`config.mk`:
```
export PLATFORM = sky130hd
export DESIGN_NAME = alu_op_issue
export DESIGN_NICKNAME = d
export VERILOG_FILES = /design/src/rtl/alu_pkg.sv /design/src/rtl/op_fifo.sv /design/src/rtl/alu_op_issue.sv
export SDC_FILE = /design/constraint.sdc
export NUM_CORES = 1
export LEC_CHECK = 0
export CAP_MARGIN = 10
export CORE_MARGIN = 4
export CORE_UTILIZATION = 40
export DETAILED_ROUTE_END_ITERATION = 10
export PLACE_DENSITY_LB_ADDON = 0.2
export SYNTH_ARGS = -nofsm -noshare
export SYNTH_HDL_FRONTEND = slang
export SYNTH_SLANG_ARGS = --single-unit
```
`constraint.sdc`:
```
create_clock -name clk -period 3.5 [get_ports clk]
set_clock_uncertainty 0.2 [all_clocks]
set_input_delay 0.35 -clock clk [delete_from_list [all_inputs] [get_ports clk]]
set_output_delay 0.35 -clock clk [all_outputs]
set_load 0.02 [all_outputs]
```
`src/rtl/alu_pkg.sv`:
```
// Shared types for the ALU opcode issue stage: widths, FSM states and the queued instruction.
package alu_pkg;

  localparam int unsigned OP_W   = 4;
  localparam int unsigned DATA_W = 4;

  typedef enum logic [1:0] {
    StIdle,
    StSettle,
    StCapture,
    StHold
  } state_e;

  typedef struct packed {
    logic [OP_W-1:0]   op;
    logic [DATA_W-1:0] a;
    logic [DATA_W-1:0] b;
  } instr_t;

endpackage

```
`src/rtl/op_fifo.sv`:
```
// Synchronous instruction FIFO with registered occupancy; full/empty derive from the count only.
module op_fifo
  import alu_pkg::*;
#(
  parameter int unsigned DEPTH = 4
) (
  input  logic   clk,
  input  logic   rst_n,
  input  logic   push,
  input  instr_t wdata,
  input  logic   pop,
  output instr_t rdata,
  output logic   full,
  output logic   empty
);

  localparam int unsigned PtrW = $clog2(DEPTH);
  localparam int unsigned CntW = PtrW + 1;
  localparam logic [CntW-1:0] DepthC = CntW'(DEPTH);

  instr_t          mem_q [DEPTH];
  logic [PtrW-1:0] wr_ptr_q, wr_ptr_d;
  logic [PtrW-1:0] rd_ptr_q, rd_ptr_d;
  logic [CntW-1:0] count_q, count_d;
  logic            push_ok, pop_ok;

  assign full    = (count_q == DepthC);
  assign empty   = (count_q == '0);
  assign push_ok = push && !full;
  assign pop_ok  = pop && !empty;
  assign rdata   = mem_q[rd_ptr_q];

  // DEPTH is a power of two, so the pointers wrap on their own.
  always_comb begin
    wr_ptr_d = wr_ptr_q;
    rd_ptr_d = rd_ptr_q;
    count_d  = count_q;
    if (push_ok) wr_ptr_d = wr_ptr_q + PtrW'(1);
    if (pop_ok)  rd_ptr_d = rd_ptr_q + PtrW'(1);
    unique case ({push_ok, pop_ok})
      2'b10:   count_d = count_q + CntW'(1);
      2'b01:   count_d = count_q - CntW'(1);
      default: count_d = count_q;
    endcase
  end

  always_ff @(posedge clk) begin
    if (!rst_n) begin
      wr_ptr_q <= '0;
      rd_ptr_q <= '0;
      count_q  <= '0;
    end else begin
      wr_ptr_q <= wr_ptr_d;
      rd_ptr_q <= rd_ptr_d;
      count_q  <= count_d;
    end
  end

  always_ff @(posedge clk) begin
    if (push_ok) mem_q[wr_ptr_q] <= wdata;
  end

endmodule

```
`src/rtl/alu_op_issue.sv`:
```
// Opcode issue stage: queues instructions, presents each to the decoder/ALU for a settle window,
// then captures the ALU result and offers it downstream over valid/ready.
module alu_op_issue
  import alu_pkg::*;
#(
  parameter int unsigned DEPTH  = 4,
  parameter int unsigned SETTLE = 2
) (
  input  logic              clk,
  input  logic              rst_n,
  input  logic              in_valid,
  output logic              in_ready,
  input  logic [OP_W-1:0]   in_op,
  input  logic [DATA_W-1:0] in_a,
  input  logic [DATA_W-1:0] in_b,
  output logic              dec_a,
  output logic              dec_b,
  output logic              dec_c,
  output logic              dec_d,
  output logic [DATA_W-1:0] alu_a,
  output logic [DATA_W-1:0] alu_b,
  input  logic [DATA_W-1:0] alu_y,
  input  logic              alu_cout,
  output logic              res_valid,
  input  logic              res_ready,
  output logic [OP_W-1:0]   res_op,
  output logic [DATA_W-1:0] res_y,
  output logic              res_cout,
  output logic              busy
);

  localparam int unsigned CtrW = (SETTLE > 1) ? $clog2(SETTLE) : 1;
  localparam logic [CtrW-1:0] CtrLoad = CtrW'(SETTLE - 1);

  state_e            state_q, state_d;
  logic [CtrW-1:0]   ctr_q, ctr_d;
  instr_t            issue_q, issue_d;
  logic              res_valid_q, res_valid_d;
  logic [OP_W-1:0]   res_op_q, res_op_d;
  logic [DATA_W-1:0] res_y_q, res_y_d;
  logic              res_cout_q, res_cout_d;

  instr_t fifo_head;
  instr_t fifo_wdata;
  logic   fifo_full, fifo_empty;
  logic   fifo_pop;

  assign fifo_wdata = '{op: in_op, a: in_a, b: in_b};

  op_fifo #(
    .DEPTH (DEPTH)
  ) u_op_fifo (
    .clk   (clk),
    .rst_n (rst_n),
    .push  (in_valid),
    .wdata (fifo_wdata),
    .pop   (fifo_pop),
    .rdata (fifo_head),
    .full  (fifo_full),
    .empty (fifo_empty)
  );

  assign in_ready = !fifo_full;

  always_comb begin
    state_d     = state_q;
    ctr_d       = ctr_q;
    issue_d     = issue_q;
    res_valid_d = res_valid_q;
    res_op_d    = res_op_q;
    res_y_d     = res_y_q;
    res_cout_d  = res_cout_q;
    fifo_pop    = 1'b0;
    unique case (state_q)
      StIdle: begin
        if (!fifo_empty) begin
          fifo_pop = 1'b1;
          issue_d  = fifo_head;
          ctr_d    = CtrLoad;
          state_d  = StSettle;
        end
      end
      StSettle: begin
        if (ctr_q == '0) state_d = StCapture;
        else             ctr_d   = ctr_q - CtrW'(1);
      end
      StCapture: begin
        res_y_d     = alu_y;
        res_cout_d  = alu_cout;
        res_op_d    = issue_q.op;
        res_valid_d = 1'b1;
        state_d     = StHold;
      end
      StHold: begin
        if (res_ready) begin
          res_valid_d = 1'b0;
          state_d     = StIdle;
        end
      end
      default: state_d = StIdle;
    endcase
  end

  always_ff @(posedge clk) begin
    if (!rst_n) begin
      state_q     <= StIdle;
      ctr_q       <= '0;
      issue_q     <= '0;
      res_valid_q <= 1'b0;
      res_op_q    <= '0;
      res_y_q     <= '0;
      res_cout_q  <= 1'b0;
    end else begin
      state_q     <= state_d;
      ctr_q       <= ctr_d;
      issue_q     <= issue_d;
      res_valid_q <= res_valid_d;
      res_op_q    <= res_op_d;
      res_y_q     <= res_y_d;
      res_cout_q  <= res_cout_d;
    end
  end

  // Decoder select lines: dec_a is the opcode MSB.
  assign {dec_a, dec_b, dec_c, dec_d} = issue_q.op;
  assign alu_a     = issue_q.a;
  assign alu_b     = issue_q.b;
  assign res_valid = res_valid_q;
  assign res_op    = res_op_q;
  assign res_y     = res_y_q;
  assign res_cout  = res_cout_q;
  assign busy      = (state_q != StIdle) || !fifo_empty;

endmodule
```
==> results of run 1 <==
-- flip-flops by register name, summed over array words and instances, names as in the netlist, 2 cells and up --
register            cells
alu_a                   4
res_y                   4
u_op_fifo.mem_q        48
state_q                 2
u_op_fifo.count_q       3
u_op_fifo.wr_ptr_q      2
res_op                  4
u_op_fifo.rd_ptr_q      2
alu_b                   4
-- metrics by stage --
| stage | power (mW) | area, um2 | instances |
|---|---|---|---|
| final | 2.83 | 3840 | 357 |
| after global placement | 2.20 | 3650 | 341 |
| after CTS | 2.88 | 3840 | 357 |
| after floorplan | 1.89 | 3130 | 208 |
| after detailed placement | 2.22 | 3650 | 341 |
| after global routing | 3.00 | 3840 | 357 |
-- how the worst min path moves through the flow --
stage                                     start                              end  slack (ps)  cells after the start
after global placement    alu_b[2]$_SDFFE_PN0P_            alu_b[2]$_SDFFE_PN0P_         270                      2
after CTS                 alu_b[3]$_SDFFE_PN0P_            alu_b[3]$_SDFFE_PN0P_         280                      2
after global routing      alu_b[3]$_SDFFE_PN0P_            alu_b[3]$_SDFFE_PN0P_         300                      2
after floorplan                         in_b[0]  u_op_fifo.mem_q[0][0]$_DFFE_PP_         250                      0
final                     alu_b[3]$_SDFFE_PN0P_            alu_b[3]$_SDFFE_PN0P_         270                      2
after detailed placement  alu_b[3]$_SDFFE_PN0P_            alu_b[3]$_SDFFE_PN0P_         270                      2
-- layout make-up --
type                            instances  area (um2)  share of cell area, %
Timing Repair Buffer                   45         448                   11.7
Inverter                                8        30.0                  0.782
Sequential cell                        80        2080                   54.2
Tap cell                               99         124                   3.22
Clock inverter                          7        70.1                   1.82
Clock buffer                            9         124                   3.22
Multi-Input combinational cell        109         963                   25.1
-- cell families after synthesis --
kind of cell | share of synthesized area (%)
flip-flops | 66.6
AO/OA/AOI/OAI | 5.80
multiplexers | 12.2
buffers and inverters | 2.60
adder cells (fa/ha/maj) | 4.64
AND/OR/NAND/NOR | 7.08
XOR/XNOR | 1.12
-- worst reg2reg max path, delay by kind of cell (launching register included) --
| kind | cells | cell delay, ps |
|---|---|---|
| flops | 1 | 340 |
| fa+ha+maj | 3 | 820 |
| compound gates | 2 | 510 |
| buf+inv | 2 | 160 |
| xor+xnor | 1 | 180 |
| simple gates | 1 | 310 |
-- layout by cell type, fill, tap and decap left out, types with 5 or more instances in the layout --
master and n:
o2bb2ai_1 12, inv_1 7, dfxtp_1 32, nand2_1 18, nor2_1 16, edfxtp_1 48
ha_1 10, clkbuf_8 9, mux2i_1 11, clkdlybuf4s50_1 44, mux4_2 12, a21oi_1 5
-- power by group --
part           internal [mW]  switching, mW
sequential              1.16          0.128
clock                  0.328          0.331
combinational          0.447          0.433
-- routing by layer --
layer	up-vias	GRT usage, %	wire, um	part of all wire [%]
li1	859	-	-	-
met1	811	15.4	2370	43
met2	38	21.4	2640	48
met3	9	5.27	361	6.6
met4	0	5.26	87	1.6
met5	-	0	0	0
==> metrics, run 1 <==
routed vias 1717; synth top area cells edfxtp_1 (46%), dfxtp_1 (20%), mux4_2 (8.6%); CTS Buf Count 9; reg2reg start state_q[0]$_SDFFE_PN0P_; Syn Std Cell Area 0.00313 mm2; Clock transition at path regs 80 ps; # DRC 0; Synth top cells by count edfxtp_1 (48), dfxtp_1 (32), nand2_1 (18), nor2_1 (16); first-pass GRT wire length 8740 um; Critical Path RT 3570 ps; number of enable flip-flop cells after synthesis 48; Slowest Stage Delay on Critical Path 380 ps; # IOs 45; pwr dens 736 mW/mm2; critical path arrival 2660 ps; initial DRC count 56; Worst Path Buf+Inv 2; CTS tree done; layout cell share with drive strength beyond 1 11.6%; P&R area growth vs syn 22.8%; CP Class reg2reg; Hold WS 273 ps; critical path's slowest cell fa_1; Net Count, Synth 240; Max Freq 386 MHz; CP max FO 16; fillers 625; critical path capture point type register; Syn Inst Count 208; # hold bufs at CTS 0; Post-DRT Antenna Nets 0; crit path launch type register; #FFs+latches synth 80; FP Rows 31; reg2reg end u_op_fifo.count_q[2]$_SDFFE_PN0P_; Wirelength per Cell 15.3 um; Crit path max-delay family adder cells; Die Span X 96.4 um; fin crit share 74.1%; port bufs 44; CTS Buffer Depth 2; core footprint 0.00741 mm2; Yosys cell types 32; biggest area consumer among synthesized cells edfxtp_1; slack of the worst reg-to-reg path 910 ps; worst setup path startpoint state_q[0]$_SDFFE_PN0P_; Clock Sinks 80; CTS Root Cell clkbuf_8; min Tclk post-route 2590 ps; Async SR Flop Fraction 0%; DP Wirelength 3550 um; largest net degree at the start of global routing 19; Die H 96.4 um; Yosys top cell area share 46.1%; antenna violations before repair 0; post-CTS sizing 0; Slew HR 39.0%; CP endpoint u_op_fifo.count_q[2]$_SDFFE_PN0P_; die area 0.00930 mm2; mean area per synthesized cell 15.0 um2; most frequent cell after synthesis edfxtp_1; GRT overflow 0; max-slew violations 0; CP Cell Sequence inv_1 > ha_1 > o31a_2 > ha_1 > inv_1 > fa_1 > xor2_1 > or3_1 > a21oi_1; Final nets 285; RSZ-0062 raised after global routing false; H-tree depth reported by CTS 3; post-CTS setup buffers 0; TNS Setup 0 ps; status finished clean; worst slew pin tran 914 ps; # Max-Cap Violations 0; Setup WS pre-CTS 896 ps; ant diodes 0; Hold Fails Final Rpt 0; worst IR drop on VDD 0.000301 V; Routed WL 5460 um; Seq/Total Area, Yosys 66.6%; R2R depth 9; GPL Wtd Cong 0.712; Total GRT Usage 13.1%; # setup viols final 0; Yosys Warn Count 0; starting density of the core 42.2%; Layout Utilization 51.8%; leakage 1.29 nW; dominant synthesized flop cell edfxtp_1; fin worst setup slack 907 ps; vias in the first global route 1709; drt via density 4.81; worst min path class reg2reg; DR pass1 iterations 4; worst skew pair latency 350 ps; Levels on crit path 9
Note: power is estimated with default switching activity, not from simulation.
==> run 2: changes to the inputs <==
clock period = 2.7 ns   (was 3.5 ns; I/O delays follow)
==> run 2 against run 1 <==
Effect of this change:
- worst hold slack worse by 5.4 ps
- worst setup slack worse by 670 ps
- sequential power up 27%
- largest cell class unchanged
- largest power group unchanged
==> metrics, run 2 (synthesized netlist as in run 1, its figures left out) <==
ant diodes 0; first-pass GRT wire length 8770 um; port bufs 44; # IOs 45; critical path arrival 2000 ps; Wirelength per Cell 15.0 um; layout cell share with drive strength beyond 1 13.6%; starting density of the core 42.2%; sw frac 31.2%; # DRC 0; Critical Path RT 2230 ps; Clock Sinks 80; core footprint 0.00741 mm2; critical path capture point type output pin; CTS Root Cell clkbuf_8; # hold bufs at CTS 0; post-CTS setup buffers 0; TNS Setup 0 ps; initial DRC count 70; CTS tree done; fin crit share 91.3%; Setup WS pre-CTS 256 ps; net switching power 1.15 mW; status finished clean; worst skew pair latency 340 ps; Slew HR 56.8%; CP Class reg2out; Max Freq 405 MHz; max-slew violations 0; DP Wirelength 3530 um; # setup viols final 0; H-tree depth reported by CTS 3; die area 0.00930 mm2; worst setup path startpoint state_q[1]$_SDFFE_PN0P_; # Max-Cap Violations 0; leakage 1.33 nW; min-delay src alu_b[0]$_SDFFE_PN0P_; Hold Fails Final Rpt 0; GPL Wtd Cong 0.689; largest net degree at the start of global routing 19; CTS Buffer Depth 2; Layout Utilization 52.5%; crit path launch type register; Hold WS 268 ps; combinational power share 33.0%; post-CTS sizing 0; FP Rows 31; internal power 2.54 mW; fin worst setup slack 234 ps; CTS Buf Count 9; worst IR drop on VDD 0.000418 V; R2R depth 8; DR pass1 iterations 4; Routed WL 5450 um; min Tclk post-route 2470 ps; drt via density 4.90; P&R area growth vs syn 24.3%; worst min path class reg2reg; WHS Path Cells 2; commonest cells after routing, fill and taps aside edfxtp_1 (48), clkdlybuf4s50_1 (44), dfxtp_1 (32), nand2_1 (18), nor2_1 (16); worst slew pin tran 647 ps; Final nets 292; Post-DRT Antenna Nets 0; RSZ-0062 raised after global routing false; pwr dens 951 mW/mm2; reg2reg start u_op_fifo.count_q[2]$_SDFFE_PN0P_; Die Span X 96.4 um; sequential share of power 44.2%; antenna violations before repair 0; Total GRT Usage 12.9%; max reg flops 48; Clock transition at path regs 90 ps; CP max FO 4; vias in the first global route 1829; Clk pwr share 22.8%; GRT overflow 0; routed vias 1784; most common cell after layout, fill and taps aside edfxtp_1; Largest Register u_op_fifo.mem_q; Die H 96.4 um
[run 2: cell count changes in the layout (fill, tap and decap cells not counted)]
| cell | previous run | this run |
|---|---|---|
| clkbuf_1 | 0 | 2 |
| clkinv_2 | 0 | 1 |
| buf_4 | 1 | 8 |
| clkinvlp_4 | 2 | 0 |
| clkinv_1 | 3 | 2 |
[run 2: worst paths after layout]
path	end	slack (ps)
min reg2reg	alu_b[0]$_SDFFE_PN0P_	270
min	alu_b[0]$_SDFFE_PN0P_	270
max reg2reg	u_op_fifo.count_q[2]$_SDFFE_PN0P_	310
max	busy	230
[run 2: final cells by class]
type,instances,area (um2)
Tap cell,99,124
Clock buffer,11,131
Fill cell,630,3520
Clock inverter,5,56.3
Inverter,8,30.0
Timing Repair Buffer,52,500
Sequential cell,80,2080
Multi-Input combinational cell,109,963
[run 2: routing by layer]
layer / global-route usage, % / vias up / share of wire [%]
met5: 0 / - / 0
met4: 6.31 / 0 / 1.4
met3: 2.87 / 6 / 5.3
met2: 23.0 / 37 / 48
met1: 14.5 / 866 / 45
li1: - / 875 / -
[run 2: critical path, stage by stage (launching register included)]
cell	delay, ps
dfxtp_1	340
inv_1	110
ha_1	180
or4b_4	480
clkdlybuf4s50_1	560
[run 2: power groups by stage]
stage | sequential [mW] | clock [mW] | combinational, mW
floorplan | 1.74 | 0 | 0.712
global placement | 1.66 | 0 | 1.23
detailed placement | 1.67 | 0 | 1.24
CTS | 1.64 | 0.864 | 1.24
global route | 1.66 | 0.919 | 1.34
finish | 1.64 | 0.841 | 1.22
[run 2: per-stage QoR]
| step | instances | instance area [um2] | power (mW) |
|---|---|---|---|
| CTS | 364 | 3890 | 3.74 |
| finish | 364 | 3890 | 3.70 |
| floorplan | 208 | 3130 | 2.45 |
| detailed placement | 348 | 3700 | 2.90 |
| global route | 364 | 3890 | 3.92 |
| global placement | 348 | 3700 | 2.88 |
==> run 3: changes to the inputs <==
CAP_MARGIN = unset   (was 10)
==> results of run 3 <==
Final layout, timing and power as in run 2 (identical DEF).
